## src/rtl/arith_pkg.sv

```systemverilog
// Shared arithmetic definitions: controller states and default datapath width.
package arith_pkg;

    localparam int SERIAL_WIDTH = 8;

    typedef enum logic [1:0] {
        IDLE = 2'd0,
        RUN  = 2'd1,
        DONE = 2'd2
    } state_t;

endpackage

```

## src/rtl/full_adder_cell.sv

```systemverilog
// One-bit full adder cell written at gate level; c_out is the majority of the three inputs.
module full_adder_cell (
    input  logic a,
    input  logic b,
    input  logic c_in,
    output logic s,
    output logic c_out
);

    logic ab_x;
    logic ab_a;
    logic xc_a;

    assign ab_x  = a ^ b;
    assign ab_a  = a & b;
    assign xc_a  = ab_x & c_in;
    assign s     = ab_x ^ c_in;
    assign c_out = ab_a | xc_a;

endmodule

```

## src/rtl/serial_adder.sv

```systemverilog
// Bit-serial LSB-first adder reusing one full_adder_cell over WIDTH cycles.
// Define SERIAL_ADDER_OVF_EN to add a registered signed-overflow output.
module serial_adder
    import arith_pkg::*;
#(
    parameter int WIDTH = SERIAL_WIDTH
) (
    input  logic             clk,
    input  logic             rst,
    input  logic             start,
    input  logic [WIDTH-1:0] a,
    input  logic [WIDTH-1:0] b,
    input  logic             c_in,
    output logic             busy,
    output logic             done,
    output logic [WIDTH-1:0] sum,
    output logic             carry_out
`ifdef SERIAL_ADDER_OVF_EN
    ,
    output logic             overflow
`endif
);

    localparam int CW = $clog2(WIDTH);
    localparam logic [CW-1:0] LAST = CW'(WIDTH - 1);

    state_t           state;
    state_t           state_nxt;
    logic [WIDTH-1:0] a_sr;
    logic [WIDTH-1:0] b_sr;
    logic [WIDTH-2:0] res_sr;
    logic [WIDTH-1:0] res_nxt;
    logic             carry;
    logic [CW-1:0]    cnt;
    logic             s;
    logic             co;

    full_adder_cell u_fa (
        .a     (a_sr[0]),
        .b     (b_sr[0]),
        .c_in  (carry),
        .s     (s),
        .c_out (co)
    );

    // Result bits enter at the MSB, so after WIDTH shifts bit 0 is the LSB.
    assign res_nxt = {s, res_sr};

    always_comb begin
        state_nxt = state;
        case (state)
            IDLE:    if (start) state_nxt = RUN;
            RUN:     if (cnt == LAST) state_nxt = DONE;
            DONE:    state_nxt = IDLE;
            default: state_nxt = IDLE;
        endcase
    end

    assign busy = (state != IDLE);
    assign done = (state == DONE);

    always_ff @(posedge clk) begin
        if (rst) begin
            state     <= IDLE;
            a_sr      <= '0;
            b_sr      <= '0;
            res_sr    <= '0;
            carry     <= 1'b0;
            cnt       <= '0;
            sum       <= '0;
            carry_out <= 1'b0;
        end else begin
            state <= state_nxt;
            case (state)
                IDLE: begin
                    if (start) begin
                        a_sr  <= a;
                        b_sr  <= b;
                        carry <= c_in;
                        cnt   <= '0;
                    end
                end
                RUN: begin
                    a_sr   <= a_sr >> 1;
                    b_sr   <= b_sr >> 1;
                    carry  <= co;
                    res_sr <= res_nxt[WIDTH-1:1];
                    cnt    <= cnt + CW'(1);
                    // Final bit: publish straight from the adder so sum is valid with done.
                    if (cnt == LAST) begin
                        sum       <= res_nxt;
                        carry_out <= co;
                    end
                end
                default: ;
            endcase
        end
    end

`ifdef SERIAL_ADDER_OVF_EN
    // On the last bit, carry holds the carry into the MSB.
    always_ff @(posedge clk) begin
        if (rst)
            overflow <= 1'b0;
        else if (state == RUN && cnt == LAST)
            overflow <= carry ^ co;
    end
`endif

endmodule

```

## config.mk

```make
export PLATFORM = sky130hd
export DESIGN_NAME = serial_adder
export DESIGN_NICKNAME = d
export VERILOG_FILES = /design/src/rtl/arith_pkg.sv /design/src/rtl/full_adder_cell.sv /design/src/rtl/serial_adder.sv
export SDC_FILE = /design/constraint.sdc
export NUM_CORES = 1
export LEC_CHECK = 0
export BUFFER_PORTS_ARGS = -buffer_cell sky130_fd_sc_hd__buf_4
export CAP_MARGIN = 40
export CELL_PAD_IN_SITES_DETAIL_PLACEMENT = 2
export CELL_PAD_IN_SITES_GLOBAL_PLACEMENT = 2
export CORE_UTILIZATION = 34
export CTS_BUF_LIST = sky130_fd_sc_hd__clkbuf_2 sky130_fd_sc_hd__clkbuf_4 sky130_fd_sc_hd__clkbuf_8
export DETAILED_ROUTE_END_ITERATION = 6
export GPL_TIMING_DRIVEN = 0
export PLACE_DENSITY_LB_ADDON = 0.1
export SETUP_SLACK_MARGIN = 0.3
export SLEW_MARGIN = 20
export SYNTH_ARGS = -nofsm -noshare
export SYNTH_HDL_FRONTEND = slang
export SYNTH_SLANG_ARGS = --single-unit
```

## constraint.sdc

```tcl
create_clock -name clk -period 1.8 [get_ports clk]
set_input_delay 0.36 -clock clk [delete_from_list [all_inputs] [get_ports clk]]
set_output_delay 0.36 -clock clk [all_outputs]
set_load 0.03 [all_outputs]
```

# --- Word-level counts from Yosys, hierarchy flattened ---
# Cells that the tools add are included.
op_classes:
  n_addsub: 1
  eq_ne: 5
  mux: 11
  bitwise: 5
  reduce_logical: 6
ops:
  columns: ["op", "n"]
  rows:
  - ["$pmux 8 s2", 2]
  - ["$mux 8", 2]
  - ["$pmux 3 s2", 1]
  - ["$reduce_and 2->1", 3]
  - ["$mux 2", 2]
  - ["$ne 2x2->1 const B", 2]
  - ["$pmux 2 s2", 1]
  - ["$reduce_bool 2->1", 2]
  - ["$add 3x1->3 const B", 1]
  - ["$eq 3x3->1 const B", 1]
  - ["$mux 3", 1]
  - ["$and 1x1->1", 2]
  - ["$eq 2x1->1 const B", 1]
  - ["$eq 2x2->1 const B", 1]
  - ["$logic_not 2->1", 1]
  - ["$pmux 1 s2", 1]
  - ["$xor 1x1->1", 2]
  - ["$mux 1", 1]
  - ["$or 1x1->1", 1]
word_totals:
  regBits: 38

# --- Longest topological paths before layout ---
depth:
  depth_word: 4
  depth_mapped: 6
  depth_no_buf: 5

# --- Hierarchy ---
# From an unflattened synthesis, not the netlist that was laid out.
unflattened:
  cells_unflattened: 172
  area_unflattened_um2: 1564.0
modules_own_cells:
  columns: ["module", "n_inst", "cells_each", "area_each_um2", "seq_area_each_um2"]
  rows:
  - ["serial_adder", 1, 171, 1544.0, 760.7]
  - ["full_adder_cell", 1, 1, 20.0, 0.0]

# --- Worst setup path before layout ---
# No wires, ideal clock.
synth_timing:
  kind: "reg2out"
  startpoint: "register state[1]"
  endpoint: "output port done"
  t_arrival_ns: 0.910
  setup_slack_ns: 0.530
  path_stages_with_launch: 3
  path_buffers: 1
  cell_sequence: "dfxtp_1 buf_4 nor2b_1"
synth_between:
  elab_chain_cells: 1
synth_lines:
  columns: ["item", "line_no", "text"]
  rows:
  - ["start: declaration", "serial_adder.sv:27", "state_t state;"]
  - ["start signal: assignment", "serial_adder.sv:73", "state <= state_nxt;"]
  - ["$eq 2x2->1", "serial_adder.sv:60", "assign done = (state == DONE);"]
  - ["end: declaration", "serial_adder.sv:15", "output logic done,"]
# Every way passes these cells.

# --- Worst setup path after layout ---
layout_timing:
  startpoint: "register state[1]"
  endpoint: "output port busy"
layout_between:
  elab_chain_cells: 1
layout_lines:
  columns: ["item", "line_no", "text"]
  rows:
  - ["$reduce_bool 2->1", "serial_adder.sv:59", "assign busy = (state != IDLE);"]
  - ["end: declaration", "serial_adder.sv:14", "output logic busy,"]
# Every way passes these cells.

==> flow_metrics.env <==
export IMPL_status="finished clean"
export IMPL_power_frac_seq_pct=51.6
export IMPL_firstDrtPassIters=4
export IMPL_cp_slowest_stage_delay_ps=310
export IMPL_drt_first_iter_violations=40
export IMPL_tns_ps=0
export IMPL_cts_made_buffers=5
export IMPL_synthTopCellsByArea="dfxtp_1 (47%), o221a_1 (7.0%), a21oi_1 (6.2%)"
export IMPL_grt_pass1_wl_mm=7.13
export IMPL_max_clock_freq_mhz=697
export IMPL_htree_levels=2
export IMPL_hold_violations=0
export IMPL_power_density_nw_per_um2=875
export IMPL_crit_buf_inv=3
export IMPL_startpoint_type="flip-flop"
export IMPL_pwr_share_clk_pct=35.8
export IMPL_swShare_pct=25.3
export IMPL_root_buffer="clkbuf_8"
export IMPL_p_int_mw=1.31
export IMPL_p_switching_uw=443
export IMPL_fin_skew_ps=3.69
export IMPL_synth_async_reset_ratio_pct=0
export IMPL_syn_inst=172
export IMPL_critPathCapture="busy"
export IMPL_clkTransAtPathRegs_ps=80
export IMPL_cts_tree="built"
export IMPL_cts_max_path_buffers=2
export IMPL_postCtsHoldBufs=0
export IMPL_synth_edff_count=0
export IMPL_wire_per_inst_um=15.7
export IMPL_place_gp_congestion=0.732
export IMPL_endpoint_kind="output pin"
export IMPL_core_um2=4440
export IMPL_slowest_stage="dfxtp_1"
export IMPL_cap_violations=0
export IMPL_hp_class="in -> reg"
export IMPL_io_pins=31
export IMPL_dieWidth_um=70.8
export IMPL_grt_pass1_vias=1462
export IMPL_drv_slew=0
export IMPL_avgViaCountPerCell=5.15
export IMPL_drc=0
export IMPL_synth_area_um2=1610
export IMPL_io_buffer_count=29
export IMPL_pre_cts_slack_ps=333
export IMPL_fin_crit_ps=1430
export IMPL_yosysWarnings=0
export IMPL_fin_nets=232
export IMPL_r2r_end="a_sr[6]"
export IMPL_setup_viol=0
export IMPL_dieArea_um2=5020
export IMPL_crit_chain="buf_6, nor2_2, inv_1, buf_4"
export IMPL_worst_setup_path_type="reg -> out"
export IMPL_fillers=509
export IMPL_synth_most_common_cell="dfxtp_1"
export IMPL_drive_gt1_share_pct=33.3
export IMPL_grt_overflow=0
export IMPL_ant_nets=0
export IMPL_synth_top_flop_cell="dfxtp_1"
export IMPL_cp_arrival_ps=1070
export IMPL_synth_nets=195
export IMPL_area_growth_pct=24.4
export IMPL_grt_antenna_before_repair=0
export IMPL_vdd_drop_max_v=0.000423
export IMPL_rows=24
export IMPL_reg2reg_depth=5
export IMPL_grt_max_degree=12
export IMPL_ys_seq_elements=38
export IMPL_hpwl_mm=2.99
export IMPL_numClockSinks=38
export IMPL_required_ps=1440
export IMPL_worst_slack_ps=365
export IMPL_rsz0062_at_grt="no"
export IMPL_cp_max_fo=9
export IMPL_r2r_setup_slack_ps=470
export IMPL_finalCritPeriodShare_pct=79.7
export IMPL_yosysSeqAreaShare_pct=47.2
export IMPL_synth_common_cells="dfxtp_1 (38), nand2_1 (23), a21oi_1 (20)"
export IMPL_comb_power_share_pct=12.6
export IMPL_start_util_pct=36.2
export IMPL_max_slew_margin_pct=66.6
export IMPL_critPathLaunch="state[1]"
export IMPL_cp_top_family="buffers and inverters"
export IMPL_grt_total_usage_pct=18.5
export IMPL_clk_latency_ps=290
export IMPL_antenna_cells=0
export IMPL_critical_path_depth=4
export IMPL_p_leak_nw=0.799
export IMPL_die_h_um=70.8
export IMPL_netlist_area_leader_share_pct=47.2
export IMPL_yosysTopAreaCell="dfxtp_1"
export IMPL_worstMarginPinSlew_ps=501
export IMPL_vias=1350
export IMPL_reg2reg_from="state[0]"
export IMPL_finalPower_mw=1.75
export IMPL_synth_cell_types=27
export IMPL_syn_avg_cell_area_um2=9.36
export IMPL_wirelength_mm=4.12
-- power groups by stage --
| stage | Sequential (mW) | Clock, mW | Combinational, mW |
|---|---|---|---|
| floorplan | 0.917 | 0 | 0.151 |
| global placement | 0.921 | 0 | 0.212 |
| detailed placement | 0.925 | 0 | 0.223 |
| CTS | 0.905 | 0.649 | 0.225 |
| global route | 0.911 | 0.693 | 0.245 |
| finish | 0.904 | 0.628 | 0.221 |
-- cells by family after synthesis --
| kind of cell | after synthesis | synth area share (%) |
|---|---|---|
| compound gates | 51 | 25.0 |
| simple gates | 48 | 13.8 |
| flops | 38 | 47.2 |
| buf+inv | 30 | 9.87 |
| fa+ha+maj | 3 | 2.80 |
| mux | 2 | 1.24 |
-- registers in the layout (all words and copies together) (netlist names) --
register   cells
a_sr           8
b_sr           8
sum            8
res_sr         7
cnt            3
state          2
carry          1
carry_out      1
-- per-stage QoR --
stage	util, %	area, um2	hold WS [ps]	instances
2_1_floorplan	-	1610	437	172
6_report	45.1	2000	328	262
3_3_place_gp	42.6	1890	443	253
4_1_cts	44.7	1990	325	261
5_1_grt	45.1	2000	315	262
3_5_place_dp	42.6	1890	455	253
-- worst reg2reg max path, cell delays in order, from the launching register on --
cell and delay [ps]:
dfxtp_1 340, buf_6 140, nor2_1 60, nor2_2 230, buf_2 290, o221a_1 220
-- per-layer routing --
metal | GRT usage, % | wire [um]
met3 | 4.13 | 160
met5 | 0 | 0
met4 | 6.67 | 65
met1 | 23.1 | 1860
met2 | 31.3 | 2040
-- repair_timing --
action / 4_1_cts / 5_1_grt
resized for setup: 0 / 4
endpoints found under the setup margin: 0 / 12
buffers inserted: 0 / 1
-- layout by cell type, fill, tap and decap left out, types with 4 or more instances in the layout --
cell and n:
a21oi_1 20, buf_6 4, a21oi_2 11, o221a_2 5
o221a_1 10, inv_1 17, dfxtp_1 38, clkbuf_8 6
nand2_1 23, nand3_1 9, a22oi_1 4, buf_4 31
buf_2 4, nor2_1 7
-- layout make-up --
type / instances / area, um2 / share of cell area (%)
Timing Repair Buffer: 30 / 225 / 11.2
Buffer: 13 / 100 / 5.00
Clock buffer: 7 / 90.1 / 4.50
Inverter: 17 / 63.8 / 3.19
Clock inverter: 1 / 5.00 / 0.250
Sequential cell: 38 / 761 / 38.0
Tap cell: 52 / 65.1 / 3.25
Multi-Input combinational cell: 104 / 693 / 34.6
-- how the worst min path moves through the flow --
| stage | startpoint | endpoint | slack (ps) | depth (start not counted) |
|---|---|---|---|---|
| 6_report | b[7] | b_sr[7] | 330 | 3 |
| 5_1_grt | b[7] | b_sr[7] | 310 | 3 |
| 4_1_cts | a[4] | a_sr[4] | 320 | 2 |
| 3_5_place_dp | sum[5] | sum[5] | 460 | 2 |
| 3_3_place_gp | sum[2] | sum[2] | 440 | 2 |
| 2_1_floorplan | res_sr[0] | res_sr[0] | 440 | 2 |
Power figures use the tool's default switching activity.
